--- src/rtl/sa_operand_feeder_if.sv ---
// Operand feeder bus: upstream vector handshake plus per-lane handshake toward the array edge.
interface sa_operand_feeder_if #(
  parameter int unsigned DATA_W = 8,
  parameter int unsigned LANES  = 4
) ();
  logic [LANES*DATA_W-1:0] vec_in;
  logic                    vec_valid;
  logic                    vec_ready;
  logic [LANES*DATA_W-1:0] lane_data;
  logic [LANES-1:0]        lane_valid;
  logic [LANES-1:0]        lane_ready;

  modport master (
    output vec_in, vec_valid, lane_ready,
    input  vec_ready, lane_data, lane_valid
  );

  modport slave (
    input  vec_in, vec_valid, lane_ready,
    output vec_ready, lane_data, lane_valid
  );
endinterface

--- src/rtl/sa_operand_feeder.sv ---
// Systolic-array operand feeder: splits each input vector into per-lane FIFOs and releases
// lane i element k only after lane i-1 has delivered element k, producing the diagonal skew.
module sa_operand_feeder #(
  parameter int unsigned DATA_W = 8,
  parameter int unsigned LANES  = 4,
  parameter int unsigned FIFO_D = 4,
  parameter int unsigned CNT_W  = 8
) (
  input  logic             clk,
  input  logic             rst_n,
  input  logic             i_start,
  input  logic [CNT_W-1:0] i_len,
  output logic             o_busy,
  output logic             o_done,
  sa_operand_feeder_if.slave io_feed
);

  localparam int unsigned PTR_W = $clog2(FIFO_D);
  localparam int unsigned OCC_W = PTR_W + 1;

  typedef enum logic [1:0] {
    ST_IDLE   = 2'd0,
    ST_STREAM = 2'd1,
    ST_FLUSH  = 2'd2
  } state_t;

  state_t r_state;
  state_t w_state_nxt;

  logic [CNT_W-1:0]  r_len_q;
  logic [CNT_W-1:0]  r_in_cnt;
  logic [CNT_W-1:0]  r_sent   [LANES];
  logic [OCC_W-1:0]  r_wr_ptr;
  logic [OCC_W-1:0]  r_rd_ptr [LANES];
  logic [DATA_W-1:0] r_mem    [LANES][FIFO_D];
  logic              r_done;

  logic                    w_done_nxt;
  logic                    w_start_job;
  logic                    w_vec_ready;
  logic                    w_xfer;
  logic                    w_last_in;
  logic [LANES-1:0]        w_full;
  logic [LANES-1:0]        w_empty;
  logic [LANES-1:0]        w_lane_valid;
  logic [LANES-1:0]        w_pop;
  logic [LANES*DATA_W-1:0] w_lane_data;

  // All lanes are written together, so one write pointer serves every FIFO.
  always_comb begin
    w_full      = '0;
    w_empty     = '0;
    w_lane_data = '0;
    for (int i = 0; i < LANES; i++) begin
      w_empty[i] = (r_wr_ptr == r_rd_ptr[i]);
      w_full[i]  = (r_wr_ptr[PTR_W-1:0] == r_rd_ptr[i][PTR_W-1:0]) &&
                   (r_wr_ptr[PTR_W] != r_rd_ptr[i][PTR_W]);
      w_lane_data[i*DATA_W +: DATA_W] = r_mem[i][r_rd_ptr[i][PTR_W-1:0]];
    end
  end

  // Lane i may only run behind lane i-1, never level with or ahead of it.
  always_comb begin
    w_lane_valid    = '0;
    w_lane_valid[0] = !w_empty[0];
    for (int i = 1; i < LANES; i++) begin
      w_lane_valid[i] = !w_empty[i] && (r_sent[i] < r_sent[i-1]);
    end
    w_pop = w_lane_valid & io_feed.lane_ready;
  end

  assign w_vec_ready = (r_state == ST_STREAM) && (r_in_cnt < r_len_q) && !(|w_full);
  assign w_xfer      = io_feed.vec_valid && w_vec_ready;
  assign w_last_in   = ((r_in_cnt + CNT_W'(1)) == r_len_q);

  always_ff @(posedge clk or negedge rst_n) begin
    if (!rst_n) begin
      r_state <= ST_IDLE;
      r_done  <= 1'b0;
    end else begin
      r_state <= w_state_nxt;
      r_done  <= w_done_nxt;
    end
  end

  always_comb begin
    w_state_nxt = r_state;
    w_done_nxt  = 1'b0;
    w_start_job = 1'b0;
    case (r_state)
      ST_IDLE: begin
        if (i_start) begin
          if (i_len != '0) begin
            w_start_job = 1'b1;
            w_state_nxt = ST_STREAM;
          end else begin
            w_done_nxt = 1'b1;
          end
        end
      end
      ST_STREAM: begin
        if (w_xfer && w_last_in) begin
          w_state_nxt = ST_FLUSH;
        end
      end
      ST_FLUSH: begin
        if (r_sent[LANES-1] == r_len_q) begin
          w_done_nxt  = 1'b1;
          w_state_nxt = ST_IDLE;
        end
      end
      default: begin
        w_state_nxt = ST_IDLE;
      end
    endcase
  end

  // Job counters, FIFO pointers and storage.
  always_ff @(posedge clk or negedge rst_n) begin
    if (!rst_n) begin
      r_len_q  <= '0;
      r_in_cnt <= '0;
      r_wr_ptr <= '0;
      for (int i = 0; i < LANES; i++) begin
        r_rd_ptr[i] <= '0;
        r_sent[i]   <= '0;
        for (int j = 0; j < FIFO_D; j++) begin
          r_mem[i][j] <= '0;
        end
      end
    end else if (w_start_job) begin
      r_len_q  <= i_len;
      r_in_cnt <= '0;
      r_wr_ptr <= '0;
      for (int i = 0; i < LANES; i++) begin
        r_rd_ptr[i] <= '0;
        r_sent[i]   <= '0;
      end
    end else begin
      if (w_xfer) begin
        r_in_cnt <= r_in_cnt + CNT_W'(1);
        r_wr_ptr <= r_wr_ptr + OCC_W'(1);
        for (int i = 0; i < LANES; i++) begin
          r_mem[i][r_wr_ptr[PTR_W-1:0]] <= io_feed.vec_in[i*DATA_W +: DATA_W];
        end
      end
      for (int i = 0; i < LANES; i++) begin
        if (w_pop[i]) begin
          r_rd_ptr[i] <= r_rd_ptr[i] + OCC_W'(1);
          r_sent[i]   <= r_sent[i] + CNT_W'(1);
        end
      end
    end
  end

  assign o_busy             = (r_state != ST_IDLE);
  assign o_done             = r_done;
  assign io_feed.vec_ready  = w_vec_ready;
  assign io_feed.lane_valid = w_lane_valid;
  assign io_feed.lane_data  = w_lane_data;

endmodule

--- src/flat_wrapper.sv ---
// flat-port wrapper written by rule: the top's interface ports become plain ports
module sa_operand_feeder_flat 
#(
  parameter int unsigned DATA_W = 8,
  parameter int unsigned LANES  = 4,
  parameter int unsigned FIFO_D = 4,
  parameter int unsigned CNT_W  = 8
)
  (clk, rst_n, i_start, i_len, o_busy, o_done, io_feed_vec_in, io_feed_vec_valid, io_feed_lane_ready, io_feed_vec_ready, io_feed_lane_data, io_feed_lane_valid);
  sa_operand_feeder_if #(.DATA_W(DATA_W), .LANES(LANES)) io_feed_i ();
  input  logic clk;
  input  logic rst_n;
  input  logic i_start;
  input  logic [CNT_W-1:0] i_len;
  output logic o_busy;
  output logic o_done;
  input wire logic [$bits(io_feed_i.vec_in)-1:0] io_feed_vec_in;
  input wire logic [$bits(io_feed_i.vec_valid)-1:0] io_feed_vec_valid;
  input wire logic [$bits(io_feed_i.lane_ready)-1:0] io_feed_lane_ready;
  output wire logic [$bits(io_feed_i.vec_ready)-1:0] io_feed_vec_ready;
  output wire logic [$bits(io_feed_i.lane_data)-1:0] io_feed_lane_data;
  output wire logic [$bits(io_feed_i.lane_valid)-1:0] io_feed_lane_valid;
  assign io_feed_i.vec_in = io_feed_vec_in;
  assign io_feed_i.vec_valid = io_feed_vec_valid;
  assign io_feed_i.lane_ready = io_feed_lane_ready;
  assign io_feed_vec_ready = io_feed_i.vec_ready;
  assign io_feed_lane_data = io_feed_i.lane_data;
  assign io_feed_lane_valid = io_feed_i.lane_valid;
  sa_operand_feeder #(.DATA_W(DATA_W), .LANES(LANES), .FIFO_D(FIFO_D), .CNT_W(CNT_W)) u_core (.clk(clk), .rst_n(rst_n), .i_start(i_start), .i_len(i_len), .o_busy(o_busy), .o_done(o_done), .io_feed(io_feed_i));
endmodule
--- config.mk ---
export PLATFORM = sky130hd
export DESIGN_NAME = sa_operand_feeder_flat
export DESIGN_NICKNAME = d
export VERILOG_FILES = /design/src/rtl/sa_operand_feeder_if.sv /design/src/rtl/sa_operand_feeder.sv /design/src/flat_wrapper.sv
export SDC_FILE = /design/constraint.sdc
export NUM_CORES = 1
export LEC_CHECK = 0
export CAP_MARGIN = 25
export CORE_UTILIZATION = 59
export DETAILED_ROUTE_END_ITERATION = 10
export PLACE_DENSITY = 0.83
export SLEW_MARGIN = 5
export SYNTH_ARGS = -nofsm -noshare
export SYNTH_HDL_FRONTEND = slang
export SYNTH_SLANG_ARGS = --single-unit
export TNS_END_PERCENT = 50
--- constraint.sdc ---
create_clock -name clk -period 3 [get_ports clk]
set_input_delay 0.6 -clock clk [delete_from_list [all_inputs] [get_ports clk]]
set_output_delay 0.6 -clock clk [all_outputs]
set_load 0.02 [all_outputs]
==> results of run 1 <==
-- what timing repair did --
item                       4_1_cts  5_1_grt
pin swaps                        0        1
gates resized for setup          5        9
hold buffers                     0        0
setup endpoints to repair        4        4
-- metal layers --
layer | up-vias | routed length, µm
met2 | 184 | 10800
met5 | - | 0
met1 | 3459 | 9790
met3 | 34 | 1180
li1 | 3097 | -
met4 | 0 | 393
-- final cells by class --
cell class,count,share of cell area [%]
well taps,225,2.31
multi-input cells,531,42.7
flip-flops and latches,194,39.9
clock buffers,18,3.53
inverters,39,1.20
repair buffers,111,9.04
clock inverters,14,1.35
-- state kept, by name, summed over array words and instances, names as in the netlist --
signal           flops
u_core.r_mem       128
u_core.r_in_cnt      8
u_core.r_state       2
u_core.r_rd_ptr     12
u_core.r_sent       32
u_core.r_len_q       8
u_core.r_wr_ptr      3
u_core.o_done        1
-- worst min-delay path by stage --
stage / from / to / slack [ns] / depth (start not counted)
floorplan: rst_n / u_core.o_done / 0.30 / 0
global placement: u_core.r_mem[68] / u_core.r_mem[68] / 0.47 / 1
detailed placement: u_core.r_mem[69] / u_core.r_mem[69] / 0.48 / 1
CTS: rst_n / u_core.r_mem[49] / 0.23 / 1
global route: rst_n / u_core.r_state[1] / 0.26 / 1
finish: rst_n / u_core.r_state[1] / 0.22 / 1
-- layout by cell type (no fill, tap or decap), drive strengths merged, types with 3 or more instances in the layout --
| master | n |
|---|---|
| buf | 25 |
| nand4 | 6 |
| mux2i | 9 |
| a21o | 10 |
| o31ai | 3 |
| or3 | 8 |
| clkdlybuf4s50 | 81 |
| xor2 | 10 |
| a31oi | 6 |
| o211ai | 7 |
| a221o | 3 |
| or2 | 3 |
| nor4 | 4 |
| a211oi | 4 |
| inv | 46 |
| and3 | 13 |
| nand2b | 6 |
| a21oi | 24 |
| o21a | 5 |
| o21ai | 22 |
| clkinv | 4 |
| a31o | 5 |
| mux2 | 131 |
| mux4 | 32 |
| or4 | 6 |
| nor3 | 5 |
| ha | 42 |
| and2 | 3 |
| nor2 | 37 |
| xnor2 | 34 |
| nand2 | 45 |
| dfrtp | 194 |
| nand3 | 29 |
| clkbuf | 22 |
-- per-stage QoR --
| step | power (µW) | area, µm² | worst slack, ns | hold WS (ns) |
|---|---|---|---|---|
| 6_report | 7590 | 12200 | 0.103 | 0.217 |
| 4_1_cts | 7650 | 12200 | 0.0430 | 0.231 |
| 3_3_place_gp | 5250 | 11600 | 0.247 | 0.468 |
| 3_5_place_dp | 5330 | 11600 | 0.228 | 0.476 |
| 2_1_floorplan | 4690 | 10500 | 0.728 | 0.304 |
| 5_1_grt | 8050 | 12200 | 0.00747 | 0.258 |
-- logic make-up (layout without fill, tap and decap cells) --
family,Yosys count,count (layout),share of synthesized area (%)
AND/OR/NAND/NOR,173,173,8.62
multiplexers,172,172,25.2
AO/OA/AOI/OAI,100,100,6.48
buffers and inverters,80,182,4.93
adder cells (fa/ha/maj),42,42,4.98
XOR/XNOR,44,44,3.80
flip-flops,194,194,46.0
-- where the power goes --
group	leakage (µW)	internal, µW	switching [µW]
combinational	0.00317	993	1220
clock	0.000285	1190	1090
sequential	0.00257	2840	253
total	0.00602	5030	2570
==> summary.txt, run 1 <==
Status = finished, final reports clean
Drt via density = 5.98
Pwr/cell area = 624 mW/mm²
Crit path from = u_core.r_wr_ptr[0]
Reg2reg end = u_core.r_mem[10]
Initial core utilization = 60.8%
CP Max Fanout = 8
Flop-to-flop setup slack = 0.35 ns
Period utilisation layout = 96.6%
RSZ-0062 raised after global routing = no
I/O pin count = 87
Placer's final routability congestion estimate = 0.851
Filler instances = 1125
Area growth syn-to-layout = 15.4%
Drt initial violations = 322
Detailed placer's ending HPWL = 14500 µm
Fmax = 0.345 GHz
First-pass GRT wire length = 36900 µm
Drt wl/cell = 19.6 µm
Port Buf Inserts = 86
Slew @ Worst Pin = 0.862 ns
Delay of the slowest cell on the worst path = 0.55 ns
Non-filler cells in the finished layout = 1132
EDFF count, synth = 0
WP data required = 2.40 ns
Synth area leaders = dfrtp_1, mux2_4, mux4_2
Seq/Total Area, Yosys = 46.0%
Core Area = 0.0174 mm²
Slowest CP cell = dfrtp_1
Clock Skews = 0.0123 ns
Postcts setup bufs = 0
Via count = 6774
Synth Cell Area = 0.0105 mm²
Die area = 0.0184 mm²
Critical path buffers and inverters = 1
Max-cap check violation count = 0
Storage element area = 0.00485 mm²
Most frequent cell after synthesis = dfrtp_1
Post-route minimum period = 2.90 ns
Crit path depth = 5
Setup TNS = 0 ns
Kind of cell adding the most delay to the critical path = flip-flops
Post-Route WL = 22200 µm
Final Slew Violations = 0
#FFs+latches synth = 194
Worst path arrival time = 2.30 ns
Share of the synthesized area in the top cell type = 46.0%
Pin count of the biggest net entering global routing = 81
Worst-path clk slew = 0.07 ns
Final-report hold violation count = 0
Relative slew slack = 42.3%
Synthesized Nets = 895
Vias in the first global route = 7092
Area leader, netlist = dfrtp_1
Synth warn = 0
Synth Area per Inst = 13.1 µm²
Ys async rst share = 100%
Post-route ant nets = 0
Fraction of layout cells with a size suffix above 1 = 25.6%
GR peak layer = met2
H-Tree Depth = 4
Die Y = 136 µm
Hold Path Class = primary input to asynchronous set/reset pin
Grt ovf = 0
Setup crit end kind = output pin
Core Util, Final = 70.1%
Cells after synthesis = 805
Clock Sinks = 194
Ant. Diodes = 0
Worst r2r path cells = 9
Post-synth cell types = 58
Clock Latency Late Sink = 0.44 ns
Met2 Use GR = 41.5%
Peak VDD IR = 0.000701 V
Worst Setup Start Kind = flop
Post-synth top cells = dfrtp_1, mux2_4, ha_1, nand2_1, inv_1
CTS Root Cell = clkbuf_16
Critical path class = flop to output pin
Placed Cells = 1100
Total GRT Usage = 26.1%
Worst Setup EP = io_feed_vec_ready
Cells along the critical path = xor2_2, or3_1, o2111a_2, o211a_1, clkdlybuf4s15_1
Initial antenna violation count = 0
Final nets = 984
Final setup vio count = 0
Maximum clock insertion buffer count = 2
Remaining DRCs = 0
Initial DRT Pass Iterations = 5
Die width = 136 µm
GR Layer Usage met3 = 5.84%
Reg-to-Reg Start = u_core.r_len_q[7]
TritonCTS Buffers = 17
Multi-input logic area = 0.00519 mm²
Post-synth top flop = dfrtp_1
Rows = 48
Met1 Resource Use GR = 35.6%
Leak = 0.00602 µW
CTS tree = done
No activity file was read; power rests on OpenSTA's default activity.
==> run 2: changes to the inputs <==
Settings changed: CAP_MARGIN 25 to unset, CORE_UTILIZATION 59 to 61, CTS_BUF_LIST set to sky130_fd_sc_hd__clkbuf_8, PLACE_DENSITY 0.83 to 0.85.
==> run 2 against run 1 <==
  * Via count is 1.5% lower
  * Utilization is 1.0 points higher
  * Cell count is 0.44% lower
  * Setup slack worse by 0.0088 ns
==> summary.txt, run 2 (synthesis results as in run 1) <==
First-pass GRT wire length = 36000 µm (-2.5%)
Final instance area = 0.0119 mm² (-2.1%)
Post-route minimum period = 2.91 ns (+0.00881 ns)
RSZ-0062 raised after global routing = no
Final setup vio count = 0 (unchanged)
Worst Setup Start Kind = flop
NetSw = 2440 µW (-4.9%)
Core Area = 0.0168 mm² (-3.4%)
Placed Cells = 1095 (-0.45%)
Slew @ Worst Pin = 0.917 ns (+0.0552 ns)
Total GRT Usage = 26.0% (-0.17 points)
Die width = 133 µm (-1.6%)
Post-route ant nets = 0 (unchanged)
Worst r2r path cells = 7 (-2)
Status = finished, final reports clean
Drt wl/cell = 19.0 µm (-3.2%)
Vias in the first global route = 7089 (-0.042%)
Die area = 0.0178 mm² (-3.2%)
Clock Latency Late Sink = 0.48 ns (+0.04 ns)
TritonCTS Buffers = 17 (unchanged)
Worst path arrival time = 2.31 ns (about the same)
Final setup margin = 0.0940 ns (-0.00881 ns)
Pwr/cell area = 579 mW/mm² (-7.2%)
Drt initial violations = 410 (+27%)
Detailed placer's ending HPWL = 14500 µm (+0.18%)
Logic pwr share = 31.9% (+2.8 points)
WP data required = 2.40 ns (about the same)
Setup crit end kind = output pin
Switching share of power = 35.4% (+1.6 points)
Most common cell after layout, fill and taps aside = dfrtp_1
Peak VDD IR = 0.000589 V (-16%)
Via count = 6673 (-1.5%)
DP Worst Slack = 0.152 ns (-0.0759 ns)
Placed instance area = 0.0116 mm² (-0.16%)
Biggest regs = u_core.r_mem (128), u_core.r_sent (32), u_core.r_rd_ptr (12)
Worst-path clk slew = 0.09 ns (+0.02 ns)
Relative slew slack = 38.5% (-3.8 points)
Initial antenna violation count = 0 (unchanged)
CP Max Fanout = 10 (+2)
Placer's final routability congestion estimate = 0.817 (-4.0%)
Fraction of layout cells with a size suffix above 1 = 26.0% (+0.44 points)
Maximum clock insertion buffer count = 2 (unchanged)
Max-cap check violation count = 0 (unchanged)
Grt ovf = 0 (unchanged)
Clock Sinks = 194 (unchanged)
I/O pin count = 87 (unchanged)
Pin count of the biggest net entering global routing = 77 (-4.9%)
Clock power share = 23.2% (-6.9 points)
Fmax = 0.344 GHz (-0.30%)
Area growth syn-to-layout = 13.0%
Slowest CP cell = clkdlybuf4s50_1
Initial DRT Pass Iterations = 4 (-1)
Post-Route WL = 21400 µm (-3.6%)
Drt via density = 5.92 (-1.1%)
Non-filler cells in the finished layout = 1127 (-0.44%)
Postcts setup bufs = 0 (unchanged)
Leak = 0.00592 µW (-1.7%)
Final-report hold violation count = 0 (unchanged)
Setup TNS = 0 ns (unchanged)
Worst hold margin = 0.117 ns (-0.100 ns)
Die Y = 133 µm (-1.6%)
Clock Skews = 0.00949 ns (-0.00284 ns)
Port Buf Inserts = 86 (unchanged)
Largest register FFs = 128 (unchanged)
Final Slew Violations = 0 (unchanged)
Internal Power = 4460 µW (-11%)
Final nets = 984 (unchanged)
Reg power frac = 45.0% (+4.2 points)
CTS tree = done
Remaining DRCs = 0 (unchanged)
Cells along the critical path = buf_4, mux4_1, clkdlybuf4s50_1
Hold Path Class = primary input to asynchronous set/reset pin
Initial core utilization = 62.9% (+2.2 points)
Biggest register = u_core.r_mem
CTS Root Cell = clkbuf_8
Most frequent cells in the layout = dfrtp_1, mux2_4, clkdlybuf4s50_1, nand2_1, ha_1
H-Tree Depth = 4 (unchanged)
Critical path class = flop to output pin
Filler instances = 1151 (+2.3%)
Delay of the slowest cell on the worst path = 0.60 ns (+0.05 ns)
Ant. Diodes = 0 (unchanged)
Rows = 47 (-2.1%)
Period utilisation layout = 96.9% (+0.29 points)
-- run 2: cell types whose count changed in the layout (fill, tap and decap cells not counted), moves of 3 or more --
cell	delta
dfrtp_1	-3
inv_6	+4
clkbuf_16	-17
clkbuf_8	+19
inv_8	-4
clkinv_2	+3
clkinv_4	-3
dfrtp_2	+3
-- run 2: critical path, delay by kind of cell (launching register included) --
family	cells	cell delay (ns)
flip-flops	1	0.40
buffers and inverters	2	0.85
multiplexers	1	0.58
-- run 2: path summary, 6_finish.rpt --
path | startpoint | endpoint | slack [ns]
max | u_core.r_rd_ptr[3] | io_feed_lane_data[23] | 0.09
min | rst_n | u_core.r_sent[4] | 0.12
max reg2reg | u_core.r_wr_ptr[1] | u_core.r_mem[47] | 0.36
min reg2reg | u_core.r_mem[68] | u_core.r_mem[68] | 0.50
max in group asynchronous | rst_n | u_core.r_sent[5] | 2.18
min in group clk | u_core.r_mem[68] | u_core.r_mem[68] | 0.50
-- run 2: final cells by class --
class / count / area, µm² / area share, %
clock buffer: 19 / 262 / 2.19
clock inverter: 13 / 100 / 0.840
inverter: 39 / 146 / 1.23
multi-input combinational: 531 / 5190 / 43.6
sequential: 194 / 4860 / 40.8
tap: 220 / 275 / 2.31
timing repair buffer: 111 / 1080 / 9.08
-- run 2: power by group through the flow --
stage,clock network (µW),logic (µW),registers (µW)
6_report,1600,2200,3100
5_1_grt,1720,2460,3140
4_1_cts,1630,2210,3100
3_5_place_dp,0,2180,3150
3_3_place_gp,0,2110,3140
2_1_floorplan,0,1620,3080
-- run 2: through the flow --
stage               util, %  total power, µW
floorplan                 -             4690
global placement       69.0             5250
detailed placement     69.0             5330
CTS                    71.2             6940
global route           71.1             7320
finish                 71.1             6900
-- run 2: timing repair --
action                                  4_1_cts  5_1_grt
pin swaps                                     0        0
hold buffers                                  0        0
endpoints found under the hold margin         0        0
resized for setup                             9       10
endpoints found under the setup margin        4        4
-- run 2: routing by layer --
layer / vias to the layer above / global-route usage, % / wire length (µm)
met1: 3397 / 35.7 / 9720
met2: 160 / 41.5 / 10300
met5: - / 0 / 0
met4: 0 / 9.03 / 364
li1: 3086 / - / -
met3: 30 / 5.06 / 1010
